`src/rtl/imem_loader.sv`:
```
// imem_loader: boot-time instruction memory writer.
// Takes a byte stream (COUNT, 4*COUNT big-endian data bytes, CHECK), writes
// one 32-bit word per four data bytes, then validates an 8-bit additive
// checksum. The CPU is held while no good program is loaded.
module imem_loader #(
   parameter int ADDR_W = 6,
   parameter int DEPTH  = 64
) (
   input  logic              clk,
   input  logic              rst_n,
   input  logic              start,
   input  logic              byte_valid,
   input  logic [7:0]        byte_data,
   output logic              byte_ready,
   output logic              wr_en,
   output logic [ADDR_W-1:0] wr_addr,
   output logic [31:0]       wr_data,
   output logic              cpu_hold,
   output logic              busy,
   output logic              done,
   output logic              err
);

   // Compare width wide enough for both the word counter and the count byte.
   localparam int CW = (ADDR_W >= 8) ? ADDR_W + 1 : 8;

   typedef enum logic [2:0] {IDLE, COUNT, DATA, CHECK, DONE, ERR} state_t;

   state_t            state, state_nx;
   logic [7:0]        n_q;
   logic [1:0]        byte_cnt;
   logic [ADDR_W-1:0] word_cnt;
   logic [23:0]       word_q;
   logic [7:0]        csum;
   logic              xfer;
   logic              last_byte;
   logic              last_word;
   logic              count_bad;

   assign xfer      = byte_valid & byte_ready;
   assign last_byte = (byte_cnt == 2'd3);
   assign last_word = ((CW'(word_cnt) + CW'(1)) == CW'(n_q));
   assign count_bad = (byte_data == 8'd0) || (int'(byte_data) > DEPTH);
   assign busy      = (state == COUNT) || (state == DATA) || (state == CHECK);
   // Release the CPU only after a session that ended with a good checksum.
   assign cpu_hold  = ~done;

   // State register.
   always_ff @(posedge clk) begin
      if (!rst_n) state <= IDLE;
      else        state <= state_nx;
   end

   // Next-state and handshake decode; byte_valid is used directly in the
   // accepting states so the decode does not loop through byte_ready.
   always_comb begin
      state_nx   = state;
      byte_ready = 1'b0;
      case (state)
         IDLE:  if (start) state_nx = COUNT;
         COUNT: begin
            byte_ready = 1'b1;
            if (byte_valid) state_nx = count_bad ? ERR : DATA;
         end
         DATA: begin
            byte_ready = 1'b1;
            if (byte_valid && last_byte && last_word) state_nx = CHECK;
         end
         CHECK: begin
            byte_ready = 1'b1;
            if (byte_valid) state_nx = (byte_data == csum) ? DONE : ERR;
         end
         DONE:    state_nx = IDLE;
         ERR:     state_nx = IDLE;
         default: state_nx = IDLE;
      endcase
   end

   // Datapath: count latch, word assembly, write strobe, checksum, sticky flags.
   always_ff @(posedge clk) begin
      if (!rst_n) begin
         n_q      <= '0;
         byte_cnt <= '0;
         word_cnt <= '0;
         word_q   <= '0;
         csum     <= '0;
         wr_en    <= 1'b0;
         wr_addr  <= '0;
         wr_data  <= '0;
         done     <= 1'b0;
         err      <= 1'b0;
      end else begin
         wr_en <= 1'b0;
         case (state)
            IDLE: if (start) begin
               done     <= 1'b0;
               err      <= 1'b0;
               n_q      <= '0;
               byte_cnt <= '0;
               word_cnt <= '0;
               csum     <= '0;
            end
            COUNT: if (xfer) begin
               n_q <= byte_data;
               if (count_bad) err <= 1'b1;
            end
            DATA: if (xfer) begin
               word_q   <= {word_q[15:0], byte_data};
               csum     <= csum + byte_data;
               byte_cnt <= byte_cnt + 2'd1;
               if (last_byte) begin
                  wr_en   <= 1'b1;
                  wr_data <= {word_q, byte_data};
                  wr_addr <= word_cnt;
                  // Hold at N-1 on the final word; no wrap.
                  if (!last_word) word_cnt <= word_cnt + 1'b1;
               end
            end
            CHECK: if (xfer) begin
               if (byte_data == csum) done <= 1'b1;
               else                   err  <= 1'b1;
            end
            default: ;
         endcase
      end
   end

endmodule

```
`config.mk`:
```
export PLATFORM = sky130hd
export DESIGN_NAME = imem_loader
export DESIGN_NICKNAME = d
export VERILOG_FILES = /design/src/rtl/imem_loader.sv
export SDC_FILE = /design/constraint.sdc
export NUM_CORES = 1
export LEC_CHECK = 0
export CAP_MARGIN = 10
export CORE_ASPECT_RATIO = 0.5
export CORE_UTILIZATION = 42
export DETAILED_ROUTE_END_ITERATION = 7
export PLACE_DENSITY = 0.66
export RECOVER_POWER = 50
export SYNTH_ARGS = -nofsm -noshare
export SYNTH_HDL_FRONTEND = slang
export SYNTH_SLANG_ARGS = --single-unit
```
`constraint.sdc`:
```
create_clock -name clk -period 6.3 [get_ports clk]
set_input_delay 0.63 -clock clk [delete_from_list [all_inputs] [get_ports clk]]
set_output_delay 0.63 -clock clk [all_outputs]
set_load 0.005 [all_outputs]
```
Word level (Yosys, flattened, before mapping):

Cells that the tools add are included.

* bitwise operators: 2
* reduce and logical (&&, ||, !) cells: 21
* multiplexer cells: 31
* add/subtract/negate cells: 4
* magnitude comparators: 1
* eq/ne operators: 18

Operators by type and width (number)
* one-hot mux 8 bit (2 select lines): 2
* 2-to-1 mux 6 bit: 4
* 2-to-1 mux 8 bit: 3
* inequality test 2 bit, second input constant: 10
* 2-to-1 mux 3 bit: 5
* one-hot mux 3 bit (4 select lines): 1
* one-hot mux 6 bit (2 select lines): 1
* AND reduction 3 bit: 4
* 2-to-1 mux 1 bit: 10
* adder 8 bit: 1
* equality test 7 x 8 -> 1 bit: 1
* equality test 8 bit: 1
* greater-than comparator 8 x 7 -> 1 bit, second input constant: 1
* logical NOT 8 bit: 1
* AND reduction 4 bit: 2
* adder 6 x 1 -> 7 bit, second input constant: 1
* adder 6 x 1 -> 6 bit, second input constant: 1
* equality test 3 x 2 -> 1 bit, second input constant: 2
* AND reduction 6 bit: 1
* nonzero test 2 bit: 3
* AND reduction 5 bit: 1
* 2-to-1 mux 2 bit: 2
* inequality test 2 x 1 -> 1 bit, second input constant: 2
* one-hot mux 2 bit (2 select lines): 1
* 13 further kinds: 16

* bits of input ports: 12
* bits in registers: 92
* word-level logic and storage cells: 88
* output and inout port bits: 44

Longest topological paths before layout:

Gate-level depths: netlist of run 1.

* depth after elaboration: 6
* gate-level depth with buffers: 8
* depth with buffers taken out: 8

Worst setup path after synthesis of run 1:

No wires, ideal clock.

* kind: input to register
* start point: input port byte_data[3]
* end point: register done
* slack: 3.715 ns
* path buffers: 0
* data required time: 6.185 ns
* setup time: 0.115 ns
* stages: 7
* data arrival time: 2.470 ns
* cells stage by stage: ha_1 -> or4b_1 -> or4_4 -> o22a_1 -> o21ai_1 -> o31ai_1 -> and2_1

* word-level cells in the longest chain between the ends: 3

RTL lines
* start, declared: RTL line 13 `input logic [7:0] byte_data,`
* equality test 8 bit: RTL line 120 `if (byte_data == csum) done <= 1'b1;`
* inequality test 2 x 1 -> 1 bit (no source line)
* AND reduction 4 bit (no source line)
* end signal, assigned: RTL line 90 `done <= 1'b0;`
* end signal, assigned: RTL line 96 `done <= 1'b0;`
* end signal, assigned: RTL line 120
* end, declared: RTL line 20 `output logic done,`

Every way passes these cells.
A chain may end at the register's enable or synchronous reset.

Final worst setup path of run 1:

* start point: register state[1]
* end point: register wr_data[18]

* word-level cells in the longest chain between the ends: 5
* elaborated cells on any way between the ends: 7
* classes of those cells: 3 x eq/ne; 1 x mux; 1 x bitwise; 2 x reduce/logical

RTL lines
* start, declared: RTL line 29 `state_t state, state_nx;`
* start signal, assigned: RTL line 51 `else state <= state_nx;`
* equality test 3 x 1 -> 1 bit, or another cell as far along: RTL line 59 `case (state)`
* OR reduction 3 bit (no source line)
* 2-to-1 mux 1 bit: RTL line 59
* AND 1 bit: RTL line 40 `assign xfer = byte_valid & byte_ready;`
* AND reduction 3 bit (no source line) *
* end signal, assigned: RTL line 113 `wr_data <= {word_q, byte_data};`
* end, declared: RTL line 17 `output logic [31:0] wr_data,`

Every way passes the cells marked *; elsewhere a longest branch is shown, timed or not.

==> flow_summary.ini, run 1 <==
[cts]
cts.sinks = 92
cts.htree.levels = 3
clk_latency_ns = 0.34
numCtsBuffers = 9
cts_hold_buffers = 0
root_buffer = clkbuf_16
cts_tree = done
post-cts-setup-buffers = 0
post_cts_resized = 0
clock_path_buffers = 2
clk_pin_slew_ns = 0.07

[floorplan]
die_w_um = 141
core_sq_um = 9010
num_io_pins = 56
floorplan.initialDensity_pct = 44.8
die_area_sq_um = 10000
num_rows = 24
die_h_um = 71.4

[timing]
rsz0062_at_grt = false
finClkSkew_ns = 0.00722
fmax_mhz = 337
finalHoldViolations = 0
drv_slew = 0
fin_crit_sh_pct = 47.1
worstMarginPinSlew_ns = 1.50
relSlewSlack_pct = 0.186
setup_violations = 0
period_minus_slack_ns = 2.97
finalSetupTns_ns = 0

[logic_synthesis]
ys_warn_count = 0
synthArstFlopShare_pct = 0
synth_seq_cells = 92
synth_area_per_cell_sq_um = 8.56
yosys_most_used_dff = dfxtp_1
synth_cell_types = 47
netlist.top_cell.by_area = dfxtp_1
synth_area_leaders = dfxtp_1 (46%), nand2_1 (13%), a21boi_1 (12%), ha_1 (2.8%), a22oi_1 (2.6%)
syn_inst = 472
syn_area_sq_um = 4040
synth_edf_count = 0
yosysSeqAreaShare_pct = 45.6
netlist.area_leader.share_pct = 45.6
synth_nets = 494

[placement]
dp_hpwl_mm = 5.90
port_buffers = 55
place.gp.congestion = 0.869

[run_status]
outcome = finished, violations left
violations = capacitance limit

[global_routing]
grt_overflow = 0
grt_util_met2_pct = 28.9
grt.met1_usage_pct = 26.6
grt_max_degree = 93
grt.busiest_layer = met2
met3_usage_pct = 4.88
grt_pass1_vias = 2905
antenna_found_initial = 0
grt_pass1_wl_mm = 14.8
grt_usage_pct = 19.0

[power_and_ir_drop]
p_sw_mw = 0.273
pwr-share-comb_pct = 5.1
p_leak_nw = 1.84
ir_drop_v = 0.000167
power_density_nw_per_um2 = 245
finalPower_mw = 1.21
p_clk_share_pct = 46.1
switching_share_pct = 22.6
p_int_mw = 0.935
sequentialPowerShare_pct = 48.8

[finish]
multi_input_area_sq_um = 2020
regArea_sq_um = 1840
drive_gt1_share_pct = 3.87
mostFrequentLayoutCell = nand2_1
fin_nets = 534
fillCellCount = 894
diodes = 0
syn2layout_area_growth_pct = 21.8
layout_common_cells = nand2_1 (138), dfxtp_1 (92), a21boi_1 (53)

[critical_path]
cpPeakStageDelay_ns = 1.01
r2r_cells = 5
r2r_start = state[1]$_SDFFE_PN0P_
critPathLaunchType = flop
cp.required_ns = 6.58
critPathSlowestCell = clkbuf_1
endpoint_kind = flop
ff2ff_setup_slack_ns = 3.33
rr_endpoint = wr_data[18]$_SDFFE_PN0P_
arrival_ns = 3.24
crit_path_cell_trace = nor3b_1 -> and3_1 -> clkbuf_1 -> nand2_1 -> a21boi_1
crit_fanout = 31
crit_type = reg -> reg

[route]
wl_mm = 8.93
ant_nets = 0
vias_per_cell = 5.08
drc = 0
drtIter0Drc = 186
wl_per_cell_um = 14.1
vias = 3221
first_pass_iters = 5

[hold_path]
whs_path_depth = 2
hold_path_startpoint = wr_data[26]$_SDFFE_PN0P_
min_to = wr_data[26]$_SDFFE_PN0P_
hold_class = reg -> reg

[flow_run]
drv_cap = 1
-- state kept, by name (all words and copies together) (netlist names) --
| signal | count |
|---|---|
| state | 3 |
| n_q | 8 |
| word_q | 24 |
| wr_addr | 6 |
| csum | 8 |
| wr_data | 32 |
| wr_en | 1 |
| err | 1 |
| word_cnt | 6 |
| done | 1 |
| byte_cnt | 2 |
-- cell type report --
type,count,share of cell area (%)
Clock inverter,6,1.42
Clock buffer,10,4.86
Sequential cell,92,37.4
Timing Repair Buffer,59,11.5
Inverter,10,0.763
Tap cell,117,2.97
Multi-Input combinational cell,340,41.0
-- Yosys cell counts (all sizes together), types with 3 or more instances --
library cell / number
or4: 3
and2: 5
a22oi: 14
xnor2: 10
nand2: 138
dfxtp: 92
nand2b: 6
nor3: 6
o21ai: 7
a21oi: 6
ha: 9
o22ai: 3
nor2: 9
nand3: 7
inv: 10
and3: 5
buf: 9
nand4: 3
a211o: 4
clkbuf: 21
a21boi: 62
xor2: 4
nor2b: 16
-- worst max-delay path: cells and delay by family (launching register included) --
kind	cells	cell delay, ns
and+or+nand+nor	3	1.16
buffers and inverters	1	1.01
AOI/OAI and AO/OA	1	0.17
DFF	1	0.54
-- kinds of logic (layout without fill, tap and decap cells) --
| logic type | after synthesis | count (layout) | share of synthesized area [%] |
|---|---|---|---|
| compound gates | 107 | 107 | 19.3 |
| simple gates | 206 | 206 | 23.0 |
| mux | 1 | 1 | 0.248 |
| fa+ha+maj | 10 | 10 | 3.28 |
| buf+inv | 40 | 85 | 4.43 |
| flops | 92 | 92 | 45.6 |
| xor+xnor | 16 | 16 | 4.15 |
-- metrics by stage --
stage / setup WS, ns / utilization [%] / cell area [sq um] / hold WS, ns / instances
floorplan: 3.71 / - / 4040 / 0.431 / 472
global placement: 3.07 / 51.3 / 4620 / 0.440 / 618
detailed placement: 3.02 / 51.3 / 4620 / 0.444 / 618
CTS: 3.38 / 54.7 / 4930 / 0.454 / 634
global route: 2.98 / 54.6 / 4920 / 0.470 / 634
finish: 3.33 / 54.6 / 4920 / 0.450 / 634
-- routing by layer --
metal / wire, um / vias to the layer above
met5: 0 / -
met4: 72 / 0
met3: 290 / 7
met2: 3840 / 52
met1: 4730 / 1491
li1: - / 1671
-- power by group through the flow --
| stage | sequential (mW) | combinational (mW) | clock, mW |
|---|---|---|---|
| 2_1_floorplan | 0.600 | 0.0439 | 0 |
| 3_3_place_gp | 0.603 | 0.0621 | 0 |
| 3_5_place_dp | 0.603 | 0.0625 | 0 |
| 4_1_cts | 0.590 | 0.0629 | 0.568 |
| 5_1_grt | 0.590 | 0.0680 | 0.592 |
| 6_report | 0.590 | 0.0618 | 0.556 |
-- worst max-delay path by stage --
stage / startpoint / to / slack (ns) / cells past startpoint
after global routing: state[1]$_SDFFE_PN0P_ / wr_data[18]$_SDFFE_PN0P_ / 2.98 / 5
after floorplan: byte_data[3] / done$_SDFFE_PN0P_ / 3.71 / 7
final: state[1]$_SDFFE_PN0P_ / wr_data[18]$_SDFFE_PN0P_ / 3.33 / 5
after CTS: byte_data[6] / done$_SDFFE_PN0P_ / 3.38 / 8
after detailed placement: byte_data[6] / done$_SDFFE_PN0P_ / 3.02 / 8
after global placement: byte_data[6] / done$_SDFFE_PN0P_ / 3.07 / 8
No activity file was read; power rests on OpenSTA's default activity.
==> run 2: changes to the inputs <==
- clock period: 6.3 -> 2.8 ns (I/O delays scaled with it)
==> flow_summary.ini, run 2 (synthesis gave the netlist of run 1 again) <==
[run_status]
outcome = complete, no violations

[cts]
cts.htree.levels = 3
post_cts_resized = 0
clk_latency_ns = 0.34
root_buffer = clkbuf_16
numCtsBuffers = 9
post-cts-setup-buffers = 0
cts.sinks = 92
clk_pin_slew_ns = 0.06
cts_hold_buffers = 0
cts_tree = done
clock_path_buffers = 2

[timing]
setup_violations = 0
relSlewSlack_pct = 32.6
fin_crit_sh_pct = 85.7
rsz0062_at_grt = false
worstMarginPinSlew_ns = 1.00
period_minus_slack_ns = 2.40
fmax_mhz = 417
finClkSkew_ns = 0.00649
finalSetupTns_ns = 0
finalHoldViolations = 0
drv_slew = 0

[critical_path]
crit_path_cell_trace = clkdlybuf4s50_1 -> ha_1 -> or4b_1 -> or4_4 -> o22a_1 -> o21ai_1 -> o31ai_1 -> and2_1
cpPeakStageDelay_ns = 0.53
endpoint_kind = flop
crit_type = in -> reg
ff2ff_setup_slack_ns = 0.50
r2r_start = csum[1]$_SDFFE_PN0P_
cp.required_ns = 3.04
arrival_ns = 2.64
critPathLaunchType = input pin
critPathSlowestCell = or4b_1
r2r_cells = 7
crit_fanout = 2
rr_endpoint = done$_SDFFE_PN0P_

[power_and_ir_drop]
switching_share_pct = 22.4
pwr-share-comb_pct = 5.8
p_int_mw = 2.04
ir_drop_v = 0.000443
p_leak_nw = 1.91
sequentialPowerShare_pct = 50.5
p_clk_share_pct = 43.6
power_density_nw_per_um2 = 524
p_sw_mw = 0.589

[floorplan]
die_w_um = 141
core_sq_um = 9010
num_io_pins = 56
floorplan.initialDensity_pct = 44.8
die_h_um = 71.4
die_area_sq_um = 10000
num_rows = 24

[global_routing]
grt_max_degree = 42
grt_pass1_vias = 3006
grt_overflow = 0
antenna_found_initial = 0
grt_usage_pct = 19.5
grt_pass1_wl_mm = 15.0

[placement]
dp_hpwl_mm = 6.25
place.gp.congestion = 0.846
place_area_sq_um = 4740
port_buffers = 55

[hold_path]
whs_path_depth = 2
hold_path_startpoint = rst_n
min_to = byte_cnt[1]$_SDFFE_PN0P_
hold_class = in -> reg

[route]
vias = 3292
first_pass_iters = 4
vias_per_cell = 5.07
wl_per_cell_um = 14.1
wl_mm = 9.16
drc = 0
drtIter0Drc = 197
ant_nets = 0

[finish]
drive_gt1_share_pct = 6.77
top_regs = wr_data (32), word_q (24)
largest_reg_flops = 32
fin_nets = 550
syn2layout_area_growth_pct = 24.2
regMostFlops = wr_data
mostFrequentLayoutCell = nand2_1
postLayoutCellArea_sq_um = 5020
layout_common_cells = nand2_1 (138), dfxtp_1 (92), a21boi_1 (52)
diodes = 0

[flow_run]
drv_cap = 0
run 2: power groups by stage:
| stage | clock network (mW) | logic (mW) | registers (mW) |
|---|---|---|---|
| finish | 1.15 | 0.154 | 1.33 |
| global route | 1.22 | 0.169 | 1.33 |
| CTS | 1.17 | 0.157 | 1.33 |
| detailed placement | 0 | 0.156 | 1.36 |
| global placement | 0 | 0.155 | 1.36 |
| floorplan | 0 | 0.0987 | 1.35 |
run 2: layer usage:
| layer | part of all wire (%) | track usage [%] |
|---|---|---|
| met2 | 43 | 29.3 |
| met1 | 51 | 27.4 |
| met4 | 1.6 | 6.52 |
| met3 | 5.1 | 4.88 |
| met5 | 0 | 0 |
run 2: stage by stage:
step	hold slack (ns)	utilization, %	setup slack (ns)	cells	power (mW)
after floorplan	0.415	-	0.563	472	1.45
after global placement	0.442	52.6	0.0726	634	1.51
after detailed placement	0.445	52.6	0.0446	634	1.51
after CTS	0.331	55.7	0.402	649	2.65
after global routing	0.356	55.7	0.310	649	2.72
final	0.335	55.7	0.401	649	2.63
run 2: how the worst max path moves through the flow:
stage / cells past startpoint / slack (ns) / to / startpoint
2_1_floorplan: 7 / 0.56 / done$_SDFFE_PN0P_ / csum[3]$_SDFFE_PN0P_
3_5_place_dp: 8 / 0.04 / done$_SDFFE_PN0P_ / byte_data[6]
3_3_place_gp: 8 / 0.07 / done$_SDFFE_PN0P_ / byte_data[6]
5_1_grt: 8 / 0.31 / done$_SDFFE_PN0P_ / byte_data[6]
4_1_cts: 8 / 0.40 / done$_SDFFE_PN0P_ / byte_data[6]
6_report: 8 / 0.40 / done$_SDFFE_PN0P_ / byte_data[3]
run 2: cell type report:
type,instances,area (sq um)
Timing Repair Buffer,75,693
Tap cell,117,146
Fill cell,845,3990
Sequential cell,92,1840
Multi-Input combinational cell,340,2020
Inverter,10,37.5
Clock buffer,12,256
Clock inverter,3,21.3
run 2: critical path, delay by kind of cell:
family,cells,cell delay [ns]
AO/OA/AOI/OAI,3,0.40
adder cells (fa/ha/maj),1,0.32
buffers and inverters,1,0.45
AND/OR/NAND/NOR,3,1.19
==> run 3: changes to the inputs <==
- CAP_MARGIN: 10 -> not set
- CORE_ASPECT_RATIO: 0.5 -> 1.75
- SETUP_SLACK_MARGIN: not set -> 0.05
==> flow_summary.ini, run 3 (synthesis gave the netlist of run 1 again) <==
[run_status]
outcome = complete, no violations

[cts]
cts_tree = done
post_cts_resized = 0
post-cts-setup-buffers = 0
cts.sinks = 92
cts_hold_buffers = 0
clk_latency_ns = 0.33
numCtsBuffers = 9
clock_path_buffers = 2
clk_pin_slew_ns = 0.06
root_buffer = clkbuf_16
cts.htree.levels = 3

[floorplan]
num_rows = 47
die_area_sq_um = 10000
die_w_um = 76.1
floorplan.initialDensity_pct = 42.9
die_h_um = 132
core_sq_um = 9410
num_io_pins = 56

[global_routing]
antenna_found_initial = 0
grt_usage_pct = 20.1
grt_pass1_wl_mm = 15.8
grt_pass1_vias = 3321
grt_max_degree = 39
grt_overflow = 0

[finish]
largest_reg_flops = 32
regMostFlops = wr_data
top_regs = wr_data (32), word_q (24)
syn2layout_area_growth_pct = 24.6
diodes = 0
drive_gt1_share_pct = 6.21
fillCellCount = 925
finalNonFillerCells = 653
mostFrequentLayoutCell = nand2_1
postLayoutCellArea_sq_um = 5030
fin_nets = 549
layout_common_cells = nand2_1 (138), dfxtp_1 (92), a21boi_1 (54)

[placement]
place_inst = 638
place.gp.congestion = 0.870
port_buffers = 55
dp_hpwl_mm = 6.80
place_area_sq_um = 4740

[critical_path]
cp.required_ns = 3.03
crit_path_cell_trace = dlygate4sd3_1 -> ha_1 -> or4_1 -> or4_4 -> o22a_1 -> o21ai_1 -> o31ai_1 -> and2_1
arrival_ns = 2.67
critPathBufInv = 1
rr_endpoint = word_q[8]$_SDFFE_PN0P_
crit_family = simple AND/OR/NAND/NOR gates
cpPeakStageDelay_ns = 0.57
r2r_cells = 5
crit_fanout = 4
endpoint_kind = flop
critPathLaunchType = input pin
crit_type = in -> reg
r2r_start = state[1]$_SDFFE_PN0P_
critPathSlowestCell = dlygate4sd3_1
ff2ff_setup_slack_ns = 0.41
critical_path_depth = 8

[route]
wl_mm = 9.48
vias = 3389
drtIter0Drc = 188
vias_per_cell = 5.19
ant_nets = 0
drc = 0
wl_per_cell_um = 14.5
first_pass_iters = 4

[timing]
setup_violations = 0
rsz0062_at_grt = false
relSlewSlack_pct = 33.5
finalSetupTns_ns = 0
worstMarginPinSlew_ns = 0.987
fin_crit_sh_pct = 87.1
finalHoldViolations = 0
finClkSkew_ns = 0.00552
period_minus_slack_ns = 2.44
drv_slew = 0
fmax_mhz = 410

[power_and_ir_drop]
ir_drop_v = 0.000313
power_density_nw_per_um2 = 539
p_leak_nw = 1.92

[hold_path]
whs_path_depth = 2
hold_class = reg -> reg
hold_path_startpoint = wr_data[27]$_SDFFE_PN0P_
min_to = wr_data[27]$_SDFFE_PN0P_

[flow_run]
drv_cap = 0
-- run 3: cell count changes in the layout (fill, tap and decap cells not counted), sizes merged --
cell / change
dlygate4sd3: +1
clkbuf: +4
buf: -3
clkinv: -1
clkinvlp: -1
clkdlybuf4s50: -1
bufinv: +1
inv: -1
-- run 3: report_power, final --
part	switching [mW]	total (mW)	internal [mW]
sequential	0.00983	1.33	1.32
combinational	0.0822	0.156	0.0735
clock	0.468	1.23	0.761
total	0.560	2.71	2.15
-- run 3: worst max-delay path by stage --
stage,startpoint,endpoint,slack [ns]
floorplan,csum[3]$_SDFFE_PN0P_,done$_SDFFE_PN0P_,0.56
global placement,byte_data[6],done$_SDFFE_PN0P_,0.06
detailed placement,byte_data[6],done$_SDFFE_PN0P_,0.06
CTS,byte_data[6],done$_SDFFE_PN0P_,0.42
global route,state[1]$_SDFFE_PN0P_,word_q[8]$_SDFFE_PN0P_,0.21
finish,byte_data[2],done$_SDFFE_PN0P_,0.36
-- run 3: metal layers --
| metal | part of all wire (%) | vias to the layer above | global-route usage (%) |
|---|---|---|---|
| met5 | 0 | - | 0 |
| met4 | 3.5 | 0 | 12.2 |
| met3 | 3.1 | 21 | 3.74 |
| met2 | 52 | 86 | 36.4 |
| met1 | 41 | 1583 | 21.5 |
| li1 | - | 1699 | - |
-- run 3: worst reg2reg max path: stages, from the launching register on --
cell      delay [ns]
dfxtp_1         0.54
nor3b_1         0.53
and2_0          0.74
buf_4           0.30
nand2_1         0.08
a21boi_1        0.12
-- run 3: cell type report --
cell class	count	area, sq um	area share (%)
multi-input combinational	340	2020	40.1
tap	122	153	3.03
sequential	92	1840	36.6
clock buffer	14	274	5.44
inverter	10	37.5	0.746
timing repair buffer	74	679	13.5
clock inverter	1	30.0	0.596
-- run 3: stage by stage --
step | utilization (%) | worst slack [ns] | hold slack, ns | total power [mW]
finish | 53.5 | 0.363 | 0.446 | 2.71
global route | 53.5 | 0.208 | 0.473 | 2.81
CTS | 53.6 | 0.417 | 0.452 | 2.75
detailed placement | 50.4 | 0.0553 | 0.444 | 1.51
global placement | 50.4 | 0.0629 | 0.441 | 1.51
floorplan | - | 0.563 | 0.415 | 1.45
